==> config.mk <==
export PLATFORM = sky130hd
export DESIGN_NAME = inst_encoder
export DESIGN_NICKNAME = d
export VERILOG_FILES = /design/src/rtl/inst_encoder.sv
export SDC_FILE = /design/constraint.sdc
export NUM_CORES = 1
export LEC_CHECK = 0
export BUFFER_PORTS_ARGS = -buffer_cell sky130_fd_sc_hd__buf_2
export CAP_MARGIN = 20
export CORE_MARGIN = 5
export CORE_UTILIZATION = 44
export DETAILED_ROUTE_END_ITERATION = 8
export PLACE_DENSITY = 0.71
export SYNTH_ARGS = -nofsm -noshare
export SYNTH_HDL_FRONTEND = slang
export SYNTH_SLANG_ARGS = --single-unit
==> constraint.sdc <==
create_clock -name clk -period 2.5 [get_ports clk]
set_input_delay 0.25 -clock clk [delete_from_list [all_inputs] [get_ports clk]]
set_output_delay 0.25 -clock clk [all_outputs]
set_load 0.005 [all_outputs]
==> src/rtl/inst_encoder.sv <==
// MIPS32 instruction encoder: turns an operation_t plus operand fields into a 32-bit word.
// Encoded words queue in a small FIFO; ops the decoder cannot map are dropped and reported.
package inst_encoder_pkg;
  typedef enum logic [6:0] {
    OP_INVALID,
    OP_SLL, OP_SRL, OP_SRA, OP_SLLV, OP_SRLV, OP_SRAV, OP_JR, OP_JALR, OP_MOVZ, OP_MOVN,
    OP_SYSCALL, OP_BREAK, OP_MFHI, OP_MTHI, OP_MFLO, OP_MTLO, OP_MULT, OP_MULTU, OP_DIV, OP_DIVU,
    OP_ADD, OP_ADDU, OP_SUB, OP_SUBU, OP_AND, OP_OR, OP_XOR, OP_NOR, OP_SLT, OP_SLTU,
    OP_BLTZ, OP_BGEZ, OP_BLTZAL, OP_BGEZAL, OP_BLTZL, OP_BGEZL, OP_BLTZALL, OP_BGEZALL,
    OP_J, OP_JAL, OP_BEQ, OP_BNE, OP_BLEZ, OP_BGTZ, OP_BEQL, OP_BNEL, OP_BLEZL, OP_BGTZL,
    OP_ADDI, OP_ADDIU, OP_SLTI, OP_SLTIU, OP_ANDI, OP_ORI, OP_XORI, OP_LUI,
    OP_MFC0, OP_MTC0, OP_TLBR, OP_TLBWI, OP_TLBWR, OP_TLBP, OP_ERET,
    OP_MADD, OP_MADDU, OP_MUL, OP_MSUB, OP_MSUBU, OP_CLZ, OP_CLO,
    OP_LB, OP_LH, OP_LWL, OP_LW, OP_LBU, OP_LHU, OP_LWR,
    OP_SB, OP_SH, OP_SWL, OP_SW, OP_SWR, OP_CACHE
  } operation_t;
endpackage

module inst_encoder
  import inst_encoder_pkg::*;
#(
  parameter int DEPTH = 4,
  parameter int CNT_W = 16
) (
  input  logic             clk,
  input  logic             rst_n,
  input  logic             flush,
  input  logic             req_valid,
  output logic             req_ready,
  input  operation_t       req_op,
  input  logic [4:0]       req_rs,
  input  logic [4:0]       req_rt,
  input  logic [4:0]       req_rd,
  input  logic [4:0]       req_sa,
  input  logic [15:0]      req_imm,
  input  logic [25:0]      req_jidx,
  input  logic [2:0]       req_sel,
  output logic             out_valid,
  input  logic             out_ready,
  output logic [31:0]      out_inst,
  output logic             err,
  output operation_t       err_op,
  output logic [CNT_W-1:0] emit_cnt,
  output logic [CNT_W-1:0] illegal_cnt
);

  localparam int AW = $clog2(DEPTH);
  localparam logic [AW:0] FULL_C = (AW+1)'(DEPTH);

  localparam logic [1:0] FMT_R = 2'd0;
  localparam logic [1:0] FMT_I = 2'd1;
  localparam logic [1:0] FMT_J = 2'd2;
  localparam logic [1:0] FMT_C = 2'd3;

  logic [5:0]  opc_s, fn_s;
  logic [3:0]  use_s;           // {rs, rt, rd, sa} taken from the request
  logic [1:0]  fmt_s;
  logic [4:0]  fix_rs_s, fix_rt_s;
  logic        legal_s;
  logic [4:0]  rs_s, rt_s, rd_s, sa_s;
  logic [31:0] word_s;
  logic        push_s, pop_s, illegal_s;

  logic [31:0]      mem_r [DEPTH];
  logic [AW-1:0]    wr_ptr_r, rd_ptr_r;
  logic [AW:0]      count_r;
  logic             out_valid_r;
  logic             err_r;
  operation_t       err_op_r;
  logic [CNT_W-1:0] emit_cnt_r, illegal_cnt_r;

  // Operation lookup: opcode, function code, used fields and fixed sub-codes
  always_comb begin
    opc_s    = 6'h00;
    fn_s     = 6'h00;
    use_s    = 4'b0000;
    fmt_s    = FMT_R;
    fix_rs_s = 5'd0;
    fix_rt_s = 5'd0;
    legal_s  = 1'b1;
    case (req_op)
      OP_SLL:     begin fn_s = 6'h00; use_s = 4'b0111; end
      OP_SRL:     begin fn_s = 6'h02; use_s = 4'b0111; end
      OP_SRA:     begin fn_s = 6'h03; use_s = 4'b0111; end
      OP_SLLV:    begin fn_s = 6'h04; use_s = 4'b1110; end
      OP_SRLV:    begin fn_s = 6'h06; use_s = 4'b1110; end
      OP_SRAV:    begin fn_s = 6'h07; use_s = 4'b1110; end
      OP_JR:      begin fn_s = 6'h08; use_s = 4'b1000; end
      OP_JALR:    begin fn_s = 6'h09; use_s = 4'b1010; end
      OP_MOVZ:    begin fn_s = 6'h0A; use_s = 4'b1110; end
      OP_MOVN:    begin fn_s = 6'h0B; use_s = 4'b1110; end
      OP_SYSCALL: begin fn_s = 6'h0C; fmt_s = FMT_C; end
      OP_BREAK:   begin fn_s = 6'h0D; fmt_s = FMT_C; end
      OP_MFHI:    begin fn_s = 6'h10; use_s = 4'b0010; end
      OP_MTHI:    begin fn_s = 6'h11; use_s = 4'b1000; end
      OP_MFLO:    begin fn_s = 6'h12; use_s = 4'b0010; end
      OP_MTLO:    begin fn_s = 6'h13; use_s = 4'b1000; end
      OP_MULT:    begin fn_s = 6'h18; use_s = 4'b1100; end
      OP_MULTU:   begin fn_s = 6'h19; use_s = 4'b1100; end
      OP_DIV:     begin fn_s = 6'h1A; use_s = 4'b1100; end
      OP_DIVU:    begin fn_s = 6'h1B; use_s = 4'b1100; end
      OP_ADD:     begin fn_s = 6'h20; use_s = 4'b1110; end
      OP_ADDU:    begin fn_s = 6'h21; use_s = 4'b1110; end
      OP_SUB:     begin fn_s = 6'h22; use_s = 4'b1110; end
      OP_SUBU:    begin fn_s = 6'h23; use_s = 4'b1110; end
      OP_AND:     begin fn_s = 6'h24; use_s = 4'b1110; end
      OP_OR:      begin fn_s = 6'h25; use_s = 4'b1110; end
      OP_XOR:     begin fn_s = 6'h26; use_s = 4'b1110; end
      OP_NOR:     begin fn_s = 6'h27; use_s = 4'b1110; end
      OP_SLT:     begin fn_s = 6'h2A; use_s = 4'b1110; end
      OP_SLTU:    begin fn_s = 6'h2B; use_s = 4'b1110; end
      OP_BLTZ:    begin opc_s = 6'h01; fmt_s = FMT_I; use_s = 4'b1000; fix_rt_s = 5'h00; end
      OP_BGEZ:    begin opc_s = 6'h01; fmt_s = FMT_I; use_s = 4'b1000; fix_rt_s = 5'h01; end
      OP_BLTZAL:  begin opc_s = 6'h01; fmt_s = FMT_I; use_s = 4'b1000; fix_rt_s = 5'h10; end
      OP_BGEZAL:  begin opc_s = 6'h01; fmt_s = FMT_I; use_s = 4'b1000; fix_rt_s = 5'h11; end
      OP_J:       begin opc_s = 6'h02; fmt_s = FMT_J; end
      OP_JAL:     begin opc_s = 6'h03; fmt_s = FMT_J; end
      OP_BEQ:     begin opc_s = 6'h04; fmt_s = FMT_I; use_s = 4'b1100; end
      OP_BNE:     begin opc_s = 6'h05; fmt_s = FMT_I; use_s = 4'b1100; end
      OP_BLEZ:    begin opc_s = 6'h06; fmt_s = FMT_I; use_s = 4'b1000; end
      OP_BGTZ:    begin opc_s = 6'h07; fmt_s = FMT_I; use_s = 4'b1000; end
      OP_ADDI:    begin opc_s = 6'h08; fmt_s = FMT_I; use_s = 4'b1100; end
      OP_ADDIU:   begin opc_s = 6'h09; fmt_s = FMT_I; use_s = 4'b1100; end
      OP_SLTI:    begin opc_s = 6'h0A; fmt_s = FMT_I; use_s = 4'b1100; end
      OP_SLTIU:   begin opc_s = 6'h0B; fmt_s = FMT_I; use_s = 4'b1100; end
      OP_ANDI:    begin opc_s = 6'h0C; fmt_s = FMT_I; use_s = 4'b1100; end
      OP_ORI:     begin opc_s = 6'h0D; fmt_s = FMT_I; use_s = 4'b1100; end
      OP_XORI:    begin opc_s = 6'h0E; fmt_s = FMT_I; use_s = 4'b1100; end
      OP_LUI:     begin opc_s = 6'h0F; fmt_s = FMT_I; use_s = 4'b0100; end
      // CP0 moves carry the select in func[2:0]; bits [10:3] stay zero
      OP_MFC0:    begin opc_s = 6'h10; use_s = 4'b0110; fn_s = {3'b000, req_sel}; end
      OP_MTC0:    begin opc_s = 6'h10; use_s = 4'b0110; fn_s = {3'b000, req_sel}; fix_rs_s = 5'b00100; end
      OP_TLBR:    begin opc_s = 6'h10; fix_rs_s = 5'b10000; fn_s = 6'h01; end
      OP_TLBWI:   begin opc_s = 6'h10; fix_rs_s = 5'b10000; fn_s = 6'h02; end
      OP_TLBWR:   begin opc_s = 6'h10; fix_rs_s = 5'b10000; fn_s = 6'h06; end
      OP_TLBP:    begin opc_s = 6'h10; fix_rs_s = 5'b10000; fn_s = 6'h08; end
      OP_ERET:    begin opc_s = 6'h10; fix_rs_s = 5'b10000; fn_s = 6'h18; end
      OP_MADD:    begin opc_s = 6'h1C; fn_s = 6'h00; use_s = 4'b1100; end
      OP_MADDU:   begin opc_s = 6'h1C; fn_s = 6'h01; use_s = 4'b1100; end
      OP_MUL:     begin opc_s = 6'h1C; fn_s = 6'h02; use_s = 4'b1110; end
      OP_MSUB:    begin opc_s = 6'h1C; fn_s = 6'h04; use_s = 4'b1100; end
      OP_MSUBU:   begin opc_s = 6'h1C; fn_s = 6'h05; use_s = 4'b1100; end
      OP_CLZ:     begin opc_s = 6'h1C; fn_s = 6'h20; use_s = 4'b1110; end
      OP_CLO:     begin opc_s = 6'h1C; fn_s = 6'h21; use_s = 4'b1110; end
      OP_LB:      begin opc_s = 6'h20; fmt_s = FMT_I; use_s = 4'b1100; end
      OP_LH:      begin opc_s = 6'h21; fmt_s = FMT_I; use_s = 4'b1100; end
      OP_LWL:     begin opc_s = 6'h22; fmt_s = FMT_I; use_s = 4'b1100; end
      OP_LW:      begin opc_s = 6'h23; fmt_s = FMT_I; use_s = 4'b1100; end
      OP_LBU:     begin opc_s = 6'h24; fmt_s = FMT_I; use_s = 4'b1100; end
      OP_LHU:     begin opc_s = 6'h25; fmt_s = FMT_I; use_s = 4'b1100; end
      OP_LWR:     begin opc_s = 6'h26; fmt_s = FMT_I; use_s = 4'b1100; end
      OP_SB:      begin opc_s = 6'h28; fmt_s = FMT_I; use_s = 4'b1100; end
      OP_SH:      begin opc_s = 6'h29; fmt_s = FMT_I; use_s = 4'b1100; end
      OP_SWL:     begin opc_s = 6'h2A; fmt_s = FMT_I; use_s = 4'b1100; end
      OP_SW:      begin opc_s = 6'h2B; fmt_s = FMT_I; use_s = 4'b1100; end
      OP_SWR:     begin opc_s = 6'h2E; fmt_s = FMT_I; use_s = 4'b1100; end
      OP_CACHE:   begin opc_s = 6'h2F; fmt_s = FMT_I; use_s = 4'b1100; end
      default:    legal_s = 1'b0;
    endcase
  end

  assign rs_s = (use_s[3] ? req_rs : 5'd0) | fix_rs_s;
  assign rt_s = (use_s[2] ? req_rt : 5'd0) | fix_rt_s;
  assign rd_s = use_s[1] ? req_rd : 5'd0;
  assign sa_s = use_s[0] ? req_sa : 5'd0;

  // Assemble the word in the layout of the selected format
  always_comb begin
    word_s = 32'd0;
    case (fmt_s)
      FMT_R:   word_s = {opc_s, rs_s, rt_s, rd_s, sa_s, fn_s};
      FMT_I:   word_s = {opc_s, rs_s, rt_s, req_imm};
      FMT_J:   word_s = {opc_s, req_jidx};
      FMT_C:   word_s = {6'h00, req_jidx[25:6], fn_s};
      default: word_s = 32'd0;
    endcase
  end

  assign req_ready = (count_r < FULL_C) & ~flush;
  assign push_s    = req_valid & req_ready & legal_s;
  assign illegal_s = req_valid & req_ready & ~legal_s;
  assign pop_s     = out_valid_r & out_ready;

  // FIFO storage, pointers and occupancy
  always_ff @(posedge clk or negedge rst_n) begin
    if (!rst_n) begin
      for (int i = 0; i < DEPTH; i++) mem_r[i] <= 32'd0;
      wr_ptr_r    <= '0;
      rd_ptr_r    <= '0;
      count_r     <= '0;
      out_valid_r <= 1'b0;
    end else if (flush) begin
      wr_ptr_r    <= '0;
      rd_ptr_r    <= '0;
      count_r     <= '0;
      out_valid_r <= 1'b0;
    end else begin
      if (push_s) begin
        mem_r[wr_ptr_r] <= word_s;
        wr_ptr_r        <= wr_ptr_r + AW'(1);
      end
      if (pop_s) rd_ptr_r <= rd_ptr_r + AW'(1);
      case ({push_s, pop_s})
        2'b10: begin
          count_r     <= count_r + (AW+1)'(1);
          out_valid_r <= 1'b1;
        end
        2'b01: begin
          count_r     <= count_r - (AW+1)'(1);
          out_valid_r <= (count_r != (AW+1)'(1));
        end
        default: count_r <= count_r;
      endcase
    end
  end

  // Saturating counters and the sticky first-illegal record; flush leaves them alone
  always_ff @(posedge clk or negedge rst_n) begin
    if (!rst_n) begin
      emit_cnt_r    <= '0;
      illegal_cnt_r <= '0;
      err_r         <= 1'b0;
      err_op_r      <= OP_INVALID;
    end else begin
      if (push_s && (emit_cnt_r != {CNT_W{1'b1}})) emit_cnt_r <= emit_cnt_r + CNT_W'(1);
      if (illegal_s) begin
        if (illegal_cnt_r != {CNT_W{1'b1}}) illegal_cnt_r <= illegal_cnt_r + CNT_W'(1);
        if (!err_r) err_op_r <= req_op;
        err_r <= 1'b1;
      end
    end
  end

  assign out_valid   = out_valid_r;
  assign out_inst    = mem_r[rd_ptr_r];
  assign err         = err_r;
  assign err_op      = err_op_r;
  assign emit_cnt    = emit_cnt_r;
  assign illegal_cnt = illegal_cnt_r;

endmodule

Word level (Yosys, flattened, before mapping)

Index checks and enable logic that the tools add are counted.

Add/sub/neg operators: 6
Magnitude comparators: 4
Eq/ne operators: 83
Muxes and demuxes: 26
Bitwise logic cells: 12
Reduce and logical (&&, ||, !) cells: 31

Operators by type and width:

| cell                                                                   | count |
|---|---|
| 6-bit one-hot mux with 32 select lines                                 | 1 |
| 6-bit one-hot mux with 30 select lines                                 | 1 |
| 7-bit by 6-bit equality test with 1-bit output (second input constant) | 24 |
| 7-bit equality test (second input constant)                            | 20 |
| 128-bit bitwise mux                                                    | 1 |
| 32-bit one-hot mux with 4 select lines                                 | 1 |
| 7-bit by 5-bit equality test with 1-bit output (second input constant) | 16 |
| 32-bit 2-to-1 mux                                                      | 3 |
| 75-bit OR reduction                                                    | 1 |
| 32-bit binary-select mux with 2-bit select                             | 1 |
| 32-bit demux with 2-bit select                                         | 1 |
| 7-bit by 4-bit equality test with 1-bit output (second input constant) | 8 |
| 16-bit by 1-bit adder with 16-bit output (second input constant)       | 2 |
| 16-bit inequality test (second input constant)                         | 2 |
| 4-bit one-hot mux with 8 select lines                                  | 1 |
| 30-bit OR reduction                                                    | 1 |
| 29-bit OR reduction                                                    | 1 |
| 7-bit by 3-bit equality test with 1-bit output (second input constant) | 4 |
| 2-bit OR reduction                                                     | 11 |
| 5-bit 2-to-1 mux                                                       | 4 |
| 18-bit OR reduction                                                    | 1 |
| 5-bit one-hot mux with 3 select lines                                  | 1 |
| 7-bit by 2-bit equality test with 1-bit output (second input constant) | 2 |
| 7-bit OR reduction                                                     | 2 |
| other kinds (30)                                                       | 52 |

Bits in registers: 176
Input bits: 77
Output and inout bits: 74

Longest topological paths before layout

Word-level depth: 7
Gate-level depth with buffers: 11
Depth with buffers taken out: 7

Least setup slack after synthesis

Ideal clock, no wire load.

Path type: input -> register
Start: input port req_op[6]
End: register mem_r[117] (netlist bit)
Library setup time: 125 ps
Arrival time: 2,121 ps
Data required time: 2,375 ps
Path slack: 255 ps
Stages on the path: 9
Buffers on the path: 3
Cells stage by stage: buf_2 buf_2 or2_1 a2111oi_0 or2_1 buf_4 mux2i_1 a21oi_2 mux2_2

Word-level cells in the longest chain between the ends: 7
Elaborated cells on any way between the ends: 98
Those cells by class: eq/ne (78); mux (6); bitwise (2); reduce/logical (12)

RTL lines:

| what                                                        | RTL line | text |
|---|---|---|
| from (decl)                                                 | 30       | `input operation_t req_op,` |
| 7-bit equality test, or another cell as far along           | 81       | `case (req_op)` |
| 30-bit OR reduction (no line), or another cell as far along | -        |  |
| 4-bit one-hot mux with 8 select lines                       | 81       |  |
| 5-bit 2-to-1 mux                                            | 162      | `assign rs_s = (use_s[3] ? req_rs : 5'd0) \| fix_rs_s;` |
| 5-bit OR                                                    | 162      |  |
| 32-bit one-hot mux with 4 select lines                      | 170      | `case (fmt_s)` |
| 128-bit bitwise mux                                         | 199      | `mem_r[wr_ptr_r] <= word_s;` |
| to (signal, indexed assignment)                             | 199      |  |
| to (decl)                                                   | 64       | `logic [31:0] mem_r [DEPTH];` |

Parallel ways exist; a longest one is shown, timed or not.
A chain may end at the register's enable or synchronous reset.

Worst setup path after layout

Start: register rd_ptr_r[0]
End: output port out_inst[25]

Word-level cells in the longest chain between the ends: 4

RTL lines:

| what                                                   | RTL line | text |
|---|---|---|
| from (decl)                                            | 65       | `logic [AW-1:0] wr_ptr_r, rd_ptr_r;` |
| from (signal assigned)                                 | 202      | `if (pop_s) rd_ptr_r <= rd_ptr_r + AW'(1);` |
| 2-bit inverter with 3-bit output (not written as such) | 235      | `assign out_inst = mem_r[rd_ptr_r];` |
| 32-bit binary-select mux with 2-bit select             | 235      |  |
| 32-bit 2-to-1 mux (not written as such) (2 in series)  | 235      |  |
| to (decl)                                              | 40       | `output logic [31:0] out_inst,` |

No other way between the ends. The select of a mux whose other input is x is not followed.

==> results.md <==
- Worst-Margin Slew: 0.781 ns
- Compound-cell area share of the yosys netlist: 0.166
- Hold Path Class: in -> reg
- PD cells: 628 nW/µm²
- Die Wd: 159 µm
- Routed WL: 27.4 mm
- Area added between synthesis and finish: 27.4%
- Kind of critical path: reg -> out
- # DRC: 0
- Post-synth cell types: 84
- Design area: 12,400 µm²
- Mux cell area share after synthesis: 0.114
- Min cycle time layout: 2.26 ns
- Multi-input combinational cell area: 4860 µm²
- Async SR Flop Fraction: 1.00
- Slew Viols, Final: 0
- Clk slew on worst S/H paths: 0.07 ns
- FF+latch count, synth: 176
- Number of buffers created by CTS: 17
- Total power: 7.76 mW
- Clock Tree Buf Depth: 2
- WP data required: 2.25 ns
- Synth warn: 0
- Synth Area in XOR/XNOR: 0.0316
- Largest net degree at the start of global routing: 61
- Post-DP HPWL: 20.7 mm
- Core area: about 22,000 µm²
- CP arrival: 2.01 ns
- Clock Power Share: 0.335
- Die Ht: 159 µm
- VDD IR max: 0.398 mV
- Post-CTS setup buffers: 0
- Max_slew headroom: 0.474
- Worst Path Max Fanout: 22
- Crit end category: output pin
- Max-cap violations: 0
- Sw Ratio: 0.289
- Main synth FF type: dfrtp_1
- Worst-Skew Late Latency: between 0.4 and 0.5 ns
- I/O pin cnt: 151
- Fill count: 1,949
- # rows: between 50 and 60
- Number of port buffers: 150
- First-pass GRT wire length: 43.9 mm
- Remaining Overflow, GRT: 0
- Total GRT Usage: 0.221
- Clock Tree Root: clkbuf_16
- EDFF count, synth: 0
- Syn avg cell area: 10.1 µm²
- Hold Violations, Final: 0
- WHS Path Cells: 2
- Maximum clock rate: 0.442 GHz
- WL/cell: 18.1 µm
- Worst setup SP type: flop
- Vias per cell: 5.61
- Net count, final: about 1.3k
- Die area: 25,100 µm²
- RSZ-0062 raised after global routing: no
- Total clock sinks: 176
- Cell Area, Synth: 9710 µm²
- Diode count: 0
- Gpl congestion: 0.968
- H-tree level count: 4
- P_leak: 5.71 nW
- Initial Util: 0.446
- CTS tree: built
- Main combinational cell family by area after synthesis: simple AND/OR/NAND/NOR gates
- Combinational power share: 0.216
- P_int: between 5 and 6 mW
- Antenna-violating nets left: 0
- Synthesized net count: 1,051
- Initial antenna violation count: 0
- Net Switching: 2.25 mW
- Adder-Cell Fraction of Synth Area: 0.0126
- Via count: 8,480
- Final setup fails: 0
- Period utilisation layout: 0.905
- Register area share after synthesis: 0.453
- Flop pwr share: 0.449
- DR pass1 iterations: 6
- Post-placement cell area: ~12,000 µm²
- Detailed Route Iter0 Violations: 731
- Fraction of layout cells with a size suffix above 1: 0.352
- Register area: approximately 4400 µm²
- Synth Area in Simple Gates: 0.175
- Number of global-route vias before repair: 8,412
- Synth Instances: 965
- Status: complete, no violations
- Worst clock skew: 0.0116 ns
- Worst reg2reg path depth: 5
## worst max-delay path: stages (launching register included)
cell     delay (ns)
dfrtp_2        0.57
buf_12         0.27
mux4_2         0.58
buf_2          0.16
## logic make-up (layout without fill, tap and decap cells)
| group | Yosys count | after routing |
|---|---|---|
| buf+inv | 93 | 359 |
| mux | 67 | 67 |
| xor+xnor | 35 | 35 |
| simple gates | 340 | 340 |
| flops | 176 | 176 |
| compound gates | 244 | 244 |
| fa+ha+maj | 10 | 10 |
## what timing repair did
action,CTS,global route
endpoints found under the hold margin,37,0
resized for setup,0,1
endpoints found under the setup margin,0,19
hold buffers,1,0
## final timing paths
path	startpoint	to	slack [ns]
max	rd_ptr_r[0]$_DFFE_PN0P_	out_inst[25]	0.24
min	flush	count_r[2]$_DFFE_PN0P_	0.1
max reg2reg	illegal_cnt[0]$_DFFE_PN0P_	illegal_cnt[1]$_DFFE_PN0P_	0.44
min reg2reg	mem_r[25]$_DFFE_PN0P_	mem_r[25]$_DFFE_PN0P_	0.48
max in group asynchronous	rst_n	illegal_cnt[0]$_DFFE_PN0P_	1.52
min in group asynchronous	rst_n	emit_cnt[15]$_DFFE_PN0P_	0.30
## Yosys cell counts, types with 7 or more instances
master	n	share of area
dfrtp_1	176	0.45
nand2_1	149	0.058
o21ai_0	111	0.057
nor2_1	42	0.016
mux4_2	32	0.074
clkbuf_1	31	0.012
mux2_2	28	0.032
nand3_1	26	0.013
xor2_1	24	0.022
buf_2	21	0.011
o21ai_1	21	0.011
a21oi_1	19	0.0098
nor3_1	19	0.0098
inv_1	15	0.0058
nand2b_1	13	0.0084
buf_4	12	0.0093
nand4_1	11	0.0071
nor4_1	11	0.0071
xnor2_1	11	0.0099
a222oi_1	10	0.010
and3_1	9	0.0058
ha_1	9	0.012
o211ai_1	8	0.0062
buf_1	7	0.0027
mux2i_1	7	0.0072
nor2b_1	7	0.0045
or3_1	7	0.0045
## power groups by stage
stage | sequential, mW | clock (mW) | combinational (mW)
2_1_floorplan | 3.48 | 0 | 0.883
3_5_place_dp | 3.53 | 0 | 1.70
3_3_place_gp | 3.52 | 0 | 1.66
4_1_cts | 3.49 | 2.64 | 1.70
6_report | 3.48 | 2.60 | 1.68
5_1_grt | 3.54 | 2.77 | 1.87
## cell type report
type / instances / area share
multi-input combinational: 696 / 0.393
sequential: 176 / 0.356
timing repair buffer: 310 / 0.171
clock buffer: 20 / 0.0369
tap: 280 / 0.0283
clock inverter: 12 / 0.0101
inverter: 17 / 0.00516
## placed cells by master, fill, tap and decap left out, drive strengths merged, types with 9 or more instances in the layout
cell type,n
nor2,44
nand2,149
buf,309
nor4,13
mux4,32
nand4,11
inv,20
nand3,26
xor2,24
mux2,28
o21ai,133
and3,9
clkbuf,20
dfrtp,176
xnor2,11
a222oi,10
nor3,21
ha,9
a21oi,22
nand2b,13
## routing by layer
metal | GRT usage | wire length [µm] | vias up
met2 | 0.352 | 12800 | 271
met3 | 0.0527 | 1870 | 52
met1 | 0.300 | 12000 | 4120
met4 | 0.0695 | 733 | 0
met5 | 0 | 0 | -
li1 | - | - | 4037
## state kept, by name, summed over array words and instances, names as in the netlist
name / cells
count_r: 3
out_valid: 1
rd_ptr_r: 2
mem_r: 128
wr_ptr_r: 2
err: 1
emit_cnt: 16
err_op: 7
illegal_cnt: 16
## per-stage QoR
stage	std cells	worst slack, ns	TNS (ns)	hold slack (ns)	utilization
floorplan	965	0.255	0	-0.0456	-
global placement	1478	-0.386	-24.32	0.188	0.541
detailed placement	1478	-0.403	-30.42	0.192	0.541
CTS	1511	0.0483	0	0.0911	0.568
global route	1511	0.102	0	0.0992	0.568
finish	1511	0.237	0	0.0953	0.568
(Power assumes the default switching activity.)
